$ cat config.mk
export PLATFORM = sky130hd
export DESIGN_NAME = mac_host_sequencer
export DESIGN_NICKNAME = d
export VERILOG_FILES = /design/src/rtl/mac_pkg.sv /design/src/rtl/mac_result_deser.sv /design/src/rtl/mac_host_sequencer.sv
export SDC_FILE = /design/constraint.sdc
export NUM_CORES = 1
export LEC_CHECK = 0
export BUFFER_PORTS_ARGS = -buffer_cell sky130_fd_sc_hd__buf_2
export CAP_MARGIN = 15
export CORE_ASPECT_RATIO = 0.7
export CORE_MARGIN = 2
export CORE_UTILIZATION = 35
export CTS_BUF_LIST = sky130_fd_sc_hd__clkbuf_16
export CTS_CLUSTER_SIZE = 30
export DETAILED_ROUTE_END_ITERATION = 8
export GPL_TIMING_DRIVEN = 0
export HOLD_SLACK_MARGIN = 0.05
export SYNTH_ARGS = -nofsm -noshare
export SYNTH_HDL_FRONTEND = slang
export SYNTH_SLANG_ARGS = --single-unit
$ cat constraint.sdc
create_clock -name clk -period 4.2 [get_ports clk]
set_input_delay 0.42 -clock clk [delete_from_list [all_inputs] [get_ports clk]]
set_output_delay 0.42 -clock clk [all_outputs]
set_load 0.005 [all_outputs]
$ cat src/rtl/mac_pkg.sv
// Shared types and helpers for the MAC tile host sequencer.
package mac_pkg;

    localparam int BEATS_MAX = 4;

    localparam logic MODE_INFER = 1'b0;
    localparam logic MODE_TRAIN = 1'b1;

    typedef enum logic [2:0] {
        S_IDLE,
        S_LOAD,
        S_PRIME,
        S_STREAM,
        S_WAIT,
        S_CAP_HI,
        S_CAP_LO,
        S_HOLD
    } state_t;

    function automatic logic [7:0] byte_of(input logic [31:0] word, input logic [1:0] k);
        return word[{k, 3'b000} +: 8];
    endfunction

endpackage

$ cat src/rtl/mac_result_deser.sv
// Assembles the MAC's two serialized byte pairs into a 32-bit result and
// holds it under a valid/ready handshake until the consumer takes it.
module mac_result_deser (
    input  logic        clk,
    input  logic        rst_n,
    input  logic        cap_hi,
    input  logic        cap_lo,
    input  logic [7:0]  uo_i,
    input  logic [7:0]  uio_i,
    input  logic        res_ready,
    output logic        res_valid,
    output logic [31:0] res_data
);

    always_ff @(posedge clk) begin
        if (!rst_n) begin
            res_valid <= 1'b0;
            res_data  <= '0;
        end else begin
            if (cap_hi) res_data[31:16] <= {uo_i, uio_i};
            if (cap_lo) res_data[15:0]  <= {uo_i, uio_i};
            if (cap_lo)
                res_valid <= 1'b1;
            else if (res_valid && res_ready)
                res_valid <= 1'b0;
        end
    end

endmodule

$ cat src/rtl/mac_host_sequencer.sv
// Host-side pin driver for the iterative MAC tile: serializes one job's
// operands onto ui/uio and collects the 32-bit result back from uo/uio.
//
// state    | meaning
// IDLE     | ready for a job, MAC out of reset
// LOAD     | MAC held in reset while it samples {mode, act} on ui
// PRIME    | MAC released, weight byte 0 presented
// STREAM   | BEATS cycles of weight byte k on ui, bias byte k on uio
// WAIT     | uio bus turnaround, CAP_DELAY cycles
// CAP_HI   | capture result bytes 3:2 from uo/uio
// CAP_LO   | capture result bytes 1:0 from uo/uio
// HOLD     | result offered until res_ready
module mac_host_sequencer
    import mac_pkg::*;
#(
    parameter int CAP_DELAY = 1,
    parameter int BEATS     = BEATS_MAX
) (
    input  logic        clk,
    input  logic        rst_n,
    input  logic        job_valid,
    output logic        job_ready,
    input  logic        job_mode,
    input  logic [6:0]  job_act,
    input  logic [31:0] job_weight,
    input  logic [31:0] job_bias,
    output logic        res_valid,
    input  logic        res_ready,
    output logic [31:0] res_data,
    output logic        busy,
    output logic        mac_rst_n,
    output logic [7:0]  mac_ui,
    output logic [7:0]  mac_uio_o,
    output logic        mac_uio_oe,
    input  logic [7:0]  mac_uo_i,
    input  logic [7:0]  mac_uio_i
);

    localparam logic [1:0] LAST_BEAT = 2'(BEATS - 1);
    // Only consulted when CAP_DELAY > 0; WAIT is skipped otherwise.
    localparam logic [2:0] WAIT_LOAD = 3'(CAP_DELAY - 1);

    state_t      state, state_nxt;
    logic [1:0]  beat;
    logic [2:0]  wait_cnt;
    logic        mode_q;
    logic [6:0]  act_q;
    logic [31:0] weight_q, bias_q;
    logic        cap_hi, cap_lo;

    always_ff @(posedge clk) begin
        if (!rst_n) begin
            state    <= S_IDLE;
            beat     <= '0;
            wait_cnt <= '0;
            mode_q   <= MODE_INFER;
            act_q    <= '0;
            weight_q <= '0;
            bias_q   <= '0;
        end else begin
            state <= state_nxt;
            if (state == S_IDLE && job_valid) begin
                mode_q   <= job_mode;
                act_q    <= job_act;
                weight_q <= job_weight;
                bias_q   <= job_bias;
            end
            beat <= (state == S_STREAM && beat != LAST_BEAT) ? beat + 2'd1 : 2'd0;
            if (state == S_STREAM)
                wait_cnt <= WAIT_LOAD;
            else if (state == S_WAIT && wait_cnt != 3'd0)
                wait_cnt <= wait_cnt - 3'd1;
        end
    end

    always_comb begin
        state_nxt  = state;
        job_ready  = 1'b0;
        busy       = 1'b1;
        mac_rst_n  = rst_n;
        mac_ui     = '0;
        mac_uio_o  = '0;
        mac_uio_oe = 1'b0;
        cap_hi     = 1'b0;
        cap_lo     = 1'b0;
        case (state)
            S_IDLE: begin
                job_ready = 1'b1;
                busy      = 1'b0;
                if (job_valid) state_nxt = S_LOAD;
            end
            S_LOAD: begin
                mac_rst_n = 1'b0;
                mac_ui    = {mode_q, act_q};
                state_nxt = S_PRIME;
            end
            S_PRIME: begin
                mac_ui    = byte_of(weight_q, 2'd0);
                state_nxt = S_STREAM;
            end
            S_STREAM: begin
                mac_ui     = byte_of(weight_q, beat);
                mac_uio_o  = byte_of(bias_q, beat);
                mac_uio_oe = 1'b1;
                if (beat == LAST_BEAT)
                    state_nxt = (CAP_DELAY == 0) ? S_CAP_HI : S_WAIT;
            end
            S_WAIT: begin
                mac_ui = byte_of(weight_q, LAST_BEAT);
                if (wait_cnt == 3'd0) state_nxt = S_CAP_HI;
            end
            S_CAP_HI: begin
                mac_ui    = byte_of(weight_q, LAST_BEAT);
                cap_hi    = 1'b1;
                state_nxt = S_CAP_LO;
            end
            S_CAP_LO: begin
                mac_ui    = byte_of(weight_q, LAST_BEAT);
                cap_lo    = 1'b1;
                state_nxt = S_HOLD;
            end
            S_HOLD: begin
                if (res_valid && res_ready) state_nxt = S_IDLE;
            end
            default: state_nxt = S_IDLE;
        endcase
    end

    mac_result_deser u_deser (
        .clk       (clk),
        .rst_n     (rst_n),
        .cap_hi    (cap_hi),
        .cap_lo    (cap_lo),
        .uo_i      (mac_uo_i),
        .uio_i     (mac_uio_i),
        .res_ready (res_ready),
        .res_valid (res_valid),
        .res_data  (res_data)
    );

endmodule

Word-level counts from Yosys, hierarchy flattened:

Index checks and enable logic that the tools add are counted.

* register bits: 113
* output and inout port bits: 53

* add/subtract/negate cells: 2
* eq/ne operators: 13
* shift-type cells: 2
* muxes and demuxes: 15
* bitwise gates (word level): 1
* reduce and logical (&&, ||, !) cells: 12

Operators by type and width (count)
* $shiftx 32x6->8: 2
* $pmux 8 s4: 1
* $pmux 3 s8: 1
* $eq 3x3->1 const B: 4
* $mux 3: 4
* $mux 1: 8
* $mux 8: 1
* $eq 3x2->1 const B: 2
* $logic_not 3->1: 2
* $ne 2x2->1 const B: 3
* $logic_and 1x1->1: 4
* $ne 2x1->1 const B: 2
* $reduce_and 4->1: 1
* $eq 3x1->1 const B: 1
* $reduce_bool 3->1: 1
* $reduce_or 3->1: 1
* $sub 3x1->3 const B: 1
* $add 2x1->2 const B: 1
* $eq 2x2->1 const B: 1
* $reduce_and 2->1: 1
* $reduce_bool 2->1: 1
* $reduce_or 2->1: 1
* $not 1->1: 1

Depth between registers and ports, before layout:

Gate-level depths: netlist of the first run.

* depth after elaboration: 3
* gate-level depth with buffers: 7

Modules after synthesis:

From an unflattened synthesis of the first run, not the netlist that was laid out.

* cells, all modules: 536
* area, all modules: 5058.6 um^2

Modules (own cells, without submodules)
* mac_host_sequencer: instances 1, cells each 430, area each 3789.9 um^2, seq. area each 1601.5 um^2
* mac_result_deser: instances 1, cells each 106, area each 1268.7 um^2, seq. area each 660.6 um^2

Worst setup path before layout of the first run:

No wires, ideal clock.

* path type: reg-to-output
* start point: reg beat[0]
* end point: out mac_uio_o[0]
* arrival time: 1378 ps
* data required time: 3780 ps
* slack: 2402 ps
* cell stages (with the launch flop): 5
* buffers on the path: 2
* cell sequence: dfxtp_1 > buf_4 > buf_4 > mux4_2 > and2_1

* cells in the longest elaborated chain, start to end: 2

RTL lines
* start: declaration: line mac_host_sequencer.sv:44 `logic [1:0] beat;`
* start signal: assignment: line mac_host_sequencer.sv:68 `beat <= (state == S_STREAM && beat != LAST_BEAT) ? beat + 2'd1 : 2'd0;`
* $shiftx 32x6->8: line mac_pkg.sv:21 `return word[{k, 3'b000} +: 8];`
* $mux 8: line mac_host_sequencer.sv:86 `case (state)`
* end: declaration: line mac_host_sequencer.sv:33 `output logic [7:0] mac_uio_o,`

No other way between the ends.

Worst setup path after layout of the first run:

* start point: reg beat[1]
* end point: out mac_ui[5]

* cells in the longest elaborated chain, start to end: 2

RTL lines
* $shiftx 32x6->8: line mac_pkg.sv:21
* $pmux 8 s4: line mac_host_sequencer.sv:86
* end: declaration: line mac_host_sequencer.sv:32 `output logic [7:0] mac_ui,`

No other way between the ends.

==> metrics.cfg, run 1 <==
[outcome]
status = finished, final reports clean

[logic_synthesis]
synth_top_family_by_area = simple AND/OR/NAND/NOR gates
ys_top_cells_by_area = dfxtp_1 45%, nand2_1 16%, a21boi_1 12%
synthFlopType = dfxtp_1
seq_area_frac_synth_pct = 45.4
ys_ff_latch = 113
synth_top_area_share_pct = 45.4
synthesis.instances = 568
synth-compound-area-share_pct = 20.1
synth_simple_gate_area_share_pct = 20.5
synthArstFlopShare_pct = 0
ys_types = 35
synth_adder_area_share_pct = 0.753
synth_warnings = 0
synthMuxAreaShare_pct = 7.43
synth_top_area_cell = dfxtp_1
syn_area_mm2 = 0.00499
synth_edf_count = 0
synthXorXnorAreaFrac_pct = 0.176
syn_avg_cell_area_um2 = 8.78
synthesis.nets = 663

[drt]
drt-total-wl_mm = 14.6
viasPerCell = 4.81
final_antenna_net_count = 0
vias = 4483
dr.pass1.iters = 4
avgRoutedWirePerCell_um = 15.7
drc_errors = 0
drt_iter0_drc = 231

[final_layout]
drive_above_1_share_pct = 28.4
final_common_cell = nand2_1
final.fill_count = 1365
areaGrowthSynthToFinish_pct = 30.7
final_cell_mix = 217 x nand2_1, 153 x buf_2, 113 x dfxtp_1, 81 x a21boi_1, 25 x a21boi_0
layout.cells.non_filler = 932
n_antenna_cell = 0
fin_nets = 825

[worst_setup_path]
cp-start-kind = flip-flop
required_ps = 3780
end_kind = output port
cp_max_fo = 10
r2r-end = act_q[4]
worstRegToRegCells = 6
cp_data_arrival_time_ps = 2180
r2r_slack_ps = 2480
crit_type = flip-flop to output port
r2r-start = state[2]

[power_and_ir_drop]
leakagePower_uw = 0.00272
powerDensity_mw_per_mm2 = 463
max-vdd-ir-drop_uv = 226

[die]
dieArea_mm2 = 0.0152
start_util_pct = 35.8
die_w_um = 147
pin_count = 145
die_h_um = 104
rows = 36
coreArea_mm2 = 0.0139

[sta]
max_freq_mhz = 385
drv_slew = 0
setup_tns_ps = 0
post-route-period-util_pct = 61.8
fin_skew_ps = 11.3
slew_headroom_pct = 52.5
hold_viol = 0
fin_crit_ps = 2600
fin_hold_ws_ps = 249
worst_pin_slew_ps = 713
rsz0062_at_grt = no
finalSetupViolations = 0

[clocking]
path_clk_slew_ps = 60
cts_setup_buffers = 0
cts_hold_buf = 0
cts_resized = 0
cts_tree = yes
cts-root-buf = clkbuf_16
clkLatencyLatePin_ps = 410
cts.sinks = 113
h-tree-depth = 4
clock_path_buffers = 2
cts_made_buffers = 17

[place]
io_buffers = 143
gp_congestion = 0.854
dp_hpwl_mm = 10.9
placed_cells = 901

[grt]
grt_pass1_vias = 4519
grt_max_degree = 17
grt.overflow.total = 0
grtUsageTotal_pct = 19.7
top_usage_layer = met2
grt_use_met3_pct = 5.75
antenna_found_initial = 0
grt_first_pass_wirelength_mm = 23.5
met1_usage_pct = 27.0
use_met2_pct = 31.0

[min_path]
min_path_type = input pin to flip-flop
hold_end = bias_q[9]
hold_start = job_bias[9]
min_path_cells = 3

[job]
maxCapViolCount = 0

logic make-up (layout without fill, tap and decap cells):
family | count (synthesis) | in the layout
DFF | 113 | 113
AOI/OAI and AO/OA | 133 | 133
buffers and inverters | 51 | 225
and+or+nand+nor | 250 | 250
xor gates and xnor gates | 1 | 1
adders and majority gates | 3 | 3
muxes | 17 | 17
sequential cells by signal (all words and copies together) (netlist names):
name and count:
bias_q 32, u_deser.res_data 32, weight_q 32, act_q 7
state 3, wait_cnt 3, beat 2, mode_q 1
u_deser.res_valid 1
layer usage:
metal	wire length [um]	vias to the layer above
met2	6530	126
met1	7110	2116
met5	0	-
met3	855	8
met4	98	0
li1	-	2233
worst max-delay path: stages (launching register included):
cell and delay, ps:
dfxtp_1 330, clkbuf_1 360, buf_2 380, mux4_2 340, nand2_1 80, o211ai_1 110, buf_2 170
per-stage QoR:
stage                     util, %  area, um2  power [uW]  setup WS [ps]
after floorplan                 -       4990        1460           2400
after global placement       42.7       5940        1620           2040
after detailed placement     42.7       5940        1630           2000
after CTS                    46.8       6520        3040           1580
after global routing         46.8       6520        3150           1420
final                        46.8       6520        3020           1600
cell type report:
cell class                      instances  area, um2  area share (%)
Clock buffer                           17        425            6.53
Sequential cell                       113       2260            34.7
Buffer                                 44        256            3.94
Clock inverter                         14        150            2.30
Timing Repair Buffer                  143        716            11.0
Inverter                                7       26.3           0.403
Multi-Input combinational cell        404       2440            37.5
Tap cell                              190        238            3.65
synth_stat cells (2+ instances only):
library cell  number
o21ai_0            4
and2_1            11
buf_2             10
nand2_1          217
a221o_1            6
nand3_1            3
o211ai_1           2
a211oi_1           2
nor2b_1            2
mux4_2            16
nor2_1             9
buf_4              5
a21boi_0          25
a21boi_1          81
a22oi_1            8
nand2b_1           2
clkbuf_1          21
ha_1               3
buf_6              8
inv_1              6
dfxtp_1          113
how the worst max path moves through the flow:
| stage | start | end | slack [ps] |
|---|---|---|---|
| 2_1_floorplan | beat[0] | mac_uio_o[0] | 2400 |
| 3_3_place_gp | beat[1] | mac_ui[5] | 2040 |
| 3_5_place_dp | beat[1] | mac_ui[5] | 2000 |
| 4_1_cts | beat[1] | mac_ui[5] | 1580 |
| 5_1_grt | beat[1] | mac_ui[5] | 1420 |
| 6_report | beat[1] | mac_ui[5] | 1600 |
where the power goes:
group          leakage, uW  internal, uW  switching, uW  total [uW]
combinational      0.00151           179            233         412
sequential        0.000920          1140           47.1        1190
clock             0.000290           916            496        1410
No activity file was read; power rests on OpenSTA's default activity.
==> run 2, diff against run 1 <==
==> constraint.sdc (replaced) <==
create_clock -name clk -period 2.2 [get_ports clk]
set_input_delay 0.22 -clock clk [delete_from_list [all_inputs] [get_ports clk]]
set_output_delay 0.22 -clock clk [all_outputs]
set_load 0.005 [all_outputs]
==> metrics.cfg, run 2 (synthesis results as in run 1) <==
[final_layout]
layout.cells.non_filler = 963
fin_nets = 856
n_antenna_cell = 0
drive_above_1_share_pct = 28.7
final.fill_count = 1341
fin_util_pct = 49.7
reg_top3 = bias_q (32), u_deser.res_data (32), weight_q (32)
final_common_cell = nand2_1
areaGrowthSynthToFinish_pct = 38.8
final_cell_mix = 217 x nand2_1, 150 x buf_2, 112 x dfxtp_1, 81 x a21boi_1, 26 x dlygate4sd3_1

[worst_setup_path]
worstRegToRegCells = 6
cp-start-kind = flip-flop
cp_max_fo = 9
cp_data_arrival_time_ps = 1900
end_kind = output port
crit_type = flip-flop to output port
r2r-end = bias_q[4]
r2r_slack_ps = 500
required_ps = 1980
r2r-start = state[2]

[place]
dp_slack_ps = 202
gp_congestion = 0.854
io_buffers = 143
dp_hpwl_mm = 10.9
placed_cells = 901

[drt]
final_antenna_net_count = 0
wl_met2_mm = 6.71
drc_errors = 0
dr_wl_met3_um = 958
vias = 4560
drt-total-wl_mm = 15.0
drt_iter0_drc = 235
wl_met1_mm = 7.20
dr.pass1.iters = 5
avgRoutedWirePerCell_um = 15.6
viasPerCell = 4.74
highest_layer = met4

[die]
pin_count = 145
dieArea_mm2 = 0.0152
coreArea_mm2 = 0.0139
die_h_um = 104
die_w_um = 147
rows = 36
start_util_pct = 35.8

[clocking]
cts.sinks = 113
path_clk_slew_ps = 50
clock_path_buffers = 2
cts_made_buffers = 17
cts-root-buf = clkbuf_16
clkLatencyLatePin_ps = 410
cts_tree = yes
h-tree-depth = 4

[power_and_ir_drop]
power_uw = 5830
clockPowerShare_pct = 46.3
power.internal_uw = 4330
powerDensity_mw_per_mm2 = 843
max-vdd-ir-drop_uv = 463
pwr-share-seq_pct = 39.0
p_comb_share_pct = 14.7
swShare_pct = 25.7
leakagePower_uw = 0.00288
power_switching_uw = 1500

[sta]
fin_hold_ws_ps = 56.8
post-route-period-util_pct = 96.5
worst_pin_slew_ps = 565
fin_crit_ps = 2120
rsz0062_at_grt = yes
fin_skew_ps = 12.4
slew_headroom_pct = 62.3
max_freq_mhz = 471
hold_viol = 0
finalSetupViolations = 0
drv_slew = 0
worst_slack_ps = 76.8

[grt]
grtUsageTotal_pct = 19.9
antenna_found_initial = 0
grt_first_pass_wirelength_mm = 23.8
grt_max_degree = 17
grt.overflow.total = 0
grt_pass1_vias = 4637

[min_path]
min_path_cells = 3
min_path_type = input pin to flip-flop
hold_start = job_weight[0]
hold_end = weight_q[0]

[job]
maxCapViolCount = 0

[outcome]
status = finished, final reports clean

[run 2: power groups by stage]
stage / registers (uW) / logic (uW) / clock network, uW
after floorplan: 2280 / 515 / 0
after global placement: 2310 / 776 / 0
after detailed placement: 2320 / 789 / 0
after CTS: 2270 / 834 / 2740
after global routing: 2290 / 951 / 2840
final: 2280 / 859 / 2700
[run 2: how the worst max path moves through the flow]
stage                               to      from  slack (ps)
final                        mac_ui[1]  state[2]          80
after CTS                    mac_ui[5]  state[2]         -20
after global routing         mac_ui[5]   beat[0]          -4
after global placement       mac_ui[5]   beat[1]         240
after detailed placement     mac_ui[5]   beat[1]         200
after floorplan           mac_uio_o[0]   beat[0]         600
[run 2: critical path: stages, from the launching register on]
cell	delay, ps
dfxtp_1	310
buf_4	170
clkinvlp_4	190
nand3_2	150
inv_4	60
buf_12	130
a221o_1	360
buf_2	140
[run 2: area by class of cell]
class	count	area, um2	area share [%]
Clock inverter	14	150	2.17
Tap cell	190	238	3.44
Multi-Input combinational cell	404	2450	35.4
Inverter	7	32.5	0.470
Clock buffer	17	425	6.15
Sequential cell	113	2270	32.7
Buffer	44	297	4.28
Timing Repair Buffer	174	1060	15.3
[run 2: stage by stage]
| step | instance area, um2 | TNS [ps] |
|---|---|---|
| floorplan | 4990 | 0 |
| global placement | 5940 | 0 |
| detailed placement | 5940 | 0 |
| CTS | 6800 | -31.8 |
| global route | 6920 | -3.74 |
| finish | 6920 | 0 |
[run 2: repair_timing]
item                       in CTS  in global routing
setup endpoints to repair      16                 13
resized for setup               8                 13
cloned                          0                  2
pin swaps                       0                  2
hold endpoints to repair       25                  1
buffers inserted                1                  2
hold buffers                   25                  1
[run 2: metal layers]
layer  global-route usage (%)  up-vias
li1                         -     2300
met1                     27.2     2111
met2                     31.5      141
met3                     5.53        8
met4                     4.51        0
met5                        0        -
==> run 3, diff against run 2 <==
--- a/config.mk
+++ b/config.mk
@@ -17,4 +17,5 @@
 export HOLD_SLACK_MARGIN = 0.05
 export SYNTH_ARGS = -nofsm -noshare
 export SYNTH_HDL_FRONTEND = slang
+export SYNTH_HIERARCHICAL = 1
 export SYNTH_SLANG_ARGS = --single-unit
==> metrics.cfg, run 3 <==
[outcome]
status = finished, final reports clean

[place]
gp_congestion = 0.844
dp_hpwl_mm = 10.8
placed_cells = 870
dpl_cell_area_mm2 = 0.00602
io_buffers = 144
dp_slack_ps = 56.9

[die]
rows = 36
coreArea_mm2 = 0.0140
die_h_um = 105
die_w_um = 148
pin_count = 145
start_util_pct = 36.1
dieArea_mm2 = 0.0154

[logic_synthesis]
syn_avg_cell_area_um2 = 9.44
synthesis.nets = 631
synth_edf_count = 0
syn_area_mm2 = 0.00506
synthesis.instances = 536
synth_warnings = 6
seq_area_frac_synth_pct = 44.7
ys_ff_latch = 113
synth.most_common_cell = nand2_1
synthFlopType = dfxtp_1
netlist_top_cells_count = 158 x nand2_1, 113 x dfxtp_1, 70 x a21boi_1, 35 x nor2b_1, 33 x mux2i_1
synthArstFlopShare_pct = 0
synth_top_area_share_pct = 44.7
ys_top_cells_by_area = dfxtp_1 45%, nand2_1 12%, a21boi_1 10%
synth_top_area_cell = dfxtp_1
ys_types = 34

[clocking]
clock_path_buffers = 2
path_clk_slew_ps = 50
cts.sinks = 113
cts-root-buf = clkbuf_16
cts_tree = yes
clkLatencyLatePin_ps = 410
h-tree-depth = 4
cts_made_buffers = 17

[worst_setup_path]
required_ps = 1980
crit_chain = buf_6 > buf_12 > mux4_2 > nand2_1 > o211ai_1 > buf_2
end_kind = output port
cp_data_arrival_time_ps = 1890
critPathMaxStageDelay_ps = 490
cp-start-kind = flip-flop
cp.buffers_inverters = 3
crit_type = flip-flop to output port
path_delay_family = multiplexers
cp_max_fo = 10
crit_path_top_delay_cell = mux4_2

[sta]
max_freq_mhz = 475
drv_slew = 0
worst_slack_ps = 93.2
post-route-period-util_pct = 95.8
fin_skew_ps = 8.09
worst_pin_slew_ps = 538
finalSetupViolations = 0
fin_crit_ps = 2110
slew_headroom_pct = 64.1
hold_viol = 0
setup_tns_ps = 0

[final_layout]
final.fill_count = 1355
finalInstanceArea_mm2 = 0.00684
final_cell_mix = 158 x nand2_1, 145 x buf_2, 112 x dfxtp_1, 70 x a21boi_1, 34 x nor2b_1
areaGrowthSynthToFinish_pct = 35.1
reg_top3 = bias_q (32), u_deser/res_data (32), weight_q (32)
final_common_cell = nand2_1
fin_nets = 823
drive_above_1_share_pct = 28.9
n_antenna_cell = 0
layout.cells.non_filler = 930

[drt]
vias = 4434
drc_errors = 0
dr.pass1.iters = 4
avgRoutedWirePerCell_um = 15.6
final_antenna_net_count = 0
drt-total-wl_mm = 14.5
drt_iter0_drc = 280
viasPerCell = 4.77

[grt]
grtUsageTotal_pct = 19.0
grt.overflow.total = 0
grt_first_pass_wirelength_mm = 22.6
grt_max_degree = 17
grt_pass1_vias = 4401
antenna_found_initial = 0

[power_and_ir_drop]
max-vdd-ir-drop_uv = 474
powerDensity_mw_per_mm2 = 790
leakagePower_uw = 0.00281
power_uw = 5400

[min_path]
min_path_type = input pin to flip-flop

[job]
maxCapViolCount = 0

[run 3: cell count changes after synthesis, sizes merged, moves of 5 or more]
cell / change
mux2i: +32
buf: -5
nor2: -6
nand3: +7
a221o: -6
a21boi: -33
o211ai: +6
nand2: -59
o21ai: -5
nor2b: +33
[run 3: stage by stage]
stage	hold WS, ps	util [%]
5_1_grt	54.4	48.8
3_3_place_gp	442	43.0
2_1_floorplan	348	-
3_5_place_dp	444	43.0
4_1_cts	51.2	48.6
6_report	60.4	48.8
[run 3: area by class of cell]
| type | count | area (um2) | share of cell area, % |
|---|---|---|---|
| Sequential cell | 113 | 2260 | 33.1 |
| Clock inverter | 14 | 60.1 | 0.879 |
| Buffer | 41 | 317 | 4.63 |
| Inverter | 6 | 25.0 | 0.366 |
| Timing Repair Buffer | 174 | 1020 | 14.9 |
| Clock buffer | 17 | 425 | 6.22 |
| Multi-Input combinational cell | 375 | 2490 | 36.4 |
| Tap cell | 190 | 238 | 3.48 |
[run 3: kinds of logic (layout without fill, tap and decap cells)]
| kind of cell | count (synthesis) | after routing | synth area share, % |
|---|---|---|---|
| xor+xnor | 1 | 1 | 0.173 |
| simple gates | 224 | 224 | 20.0 |
| fa+ha+maj | 3 | 3 | 0.742 |
| compound gates | 98 | 98 | 14.6 |
| mux | 49 | 49 | 13.7 |
| flops | 113 | 113 | 44.7 |
| buf+inv | 48 | 252 | 6.13 |
[run 3: worst min-delay path, delay by kind of cell]
kind	cells	cell delay, ps
AOI/OAI and AO/OA	1	50
buffers and inverters	1	90
and+or+nand+nor	1	50
[run 3: metal layers]
metal | global-route usage, % | up-vias | wire (um)
met1 | 26.3 | 2110 | 6930
met2 | 29.3 | 112 | 6660
met4 | 5.08 | 0 | 119
li1 | - | 2202 | -
met3 | 5.15 | 10 | 821
met5 | 0 | - | 0
[run 3: power breakdown]
part           total, uW  switching, uW  internal [uW]
Combinational        847            455            392
Sequential          2270           87.3           2190
Clock               2280            899           1380
Total               5400           1440           3960
[run 3: what timing repair did]
action / CTS / global route
hold buffers: 28 / 1
resized for setup: 9 / 12
setup buffers: 1 / 0
hold endpoints to repair: 28 / 1
endpoints found under the setup margin: 10 / 8
pin swaps: 0 / 1
[run 3: path summary, 6_finish.rpt]
kind / startpoint / to / slack (ps) / cells after the start
max: beat[0] / mac_ui[1] / 90 / 6
min: job_bias[4] / bias_q[4] / 60 / 3
max reg2reg: state[2] / u_deser/res_data[13] / 350 / 7
min reg2reg: bias_q[18] / bias_q[18] / 450 / 2
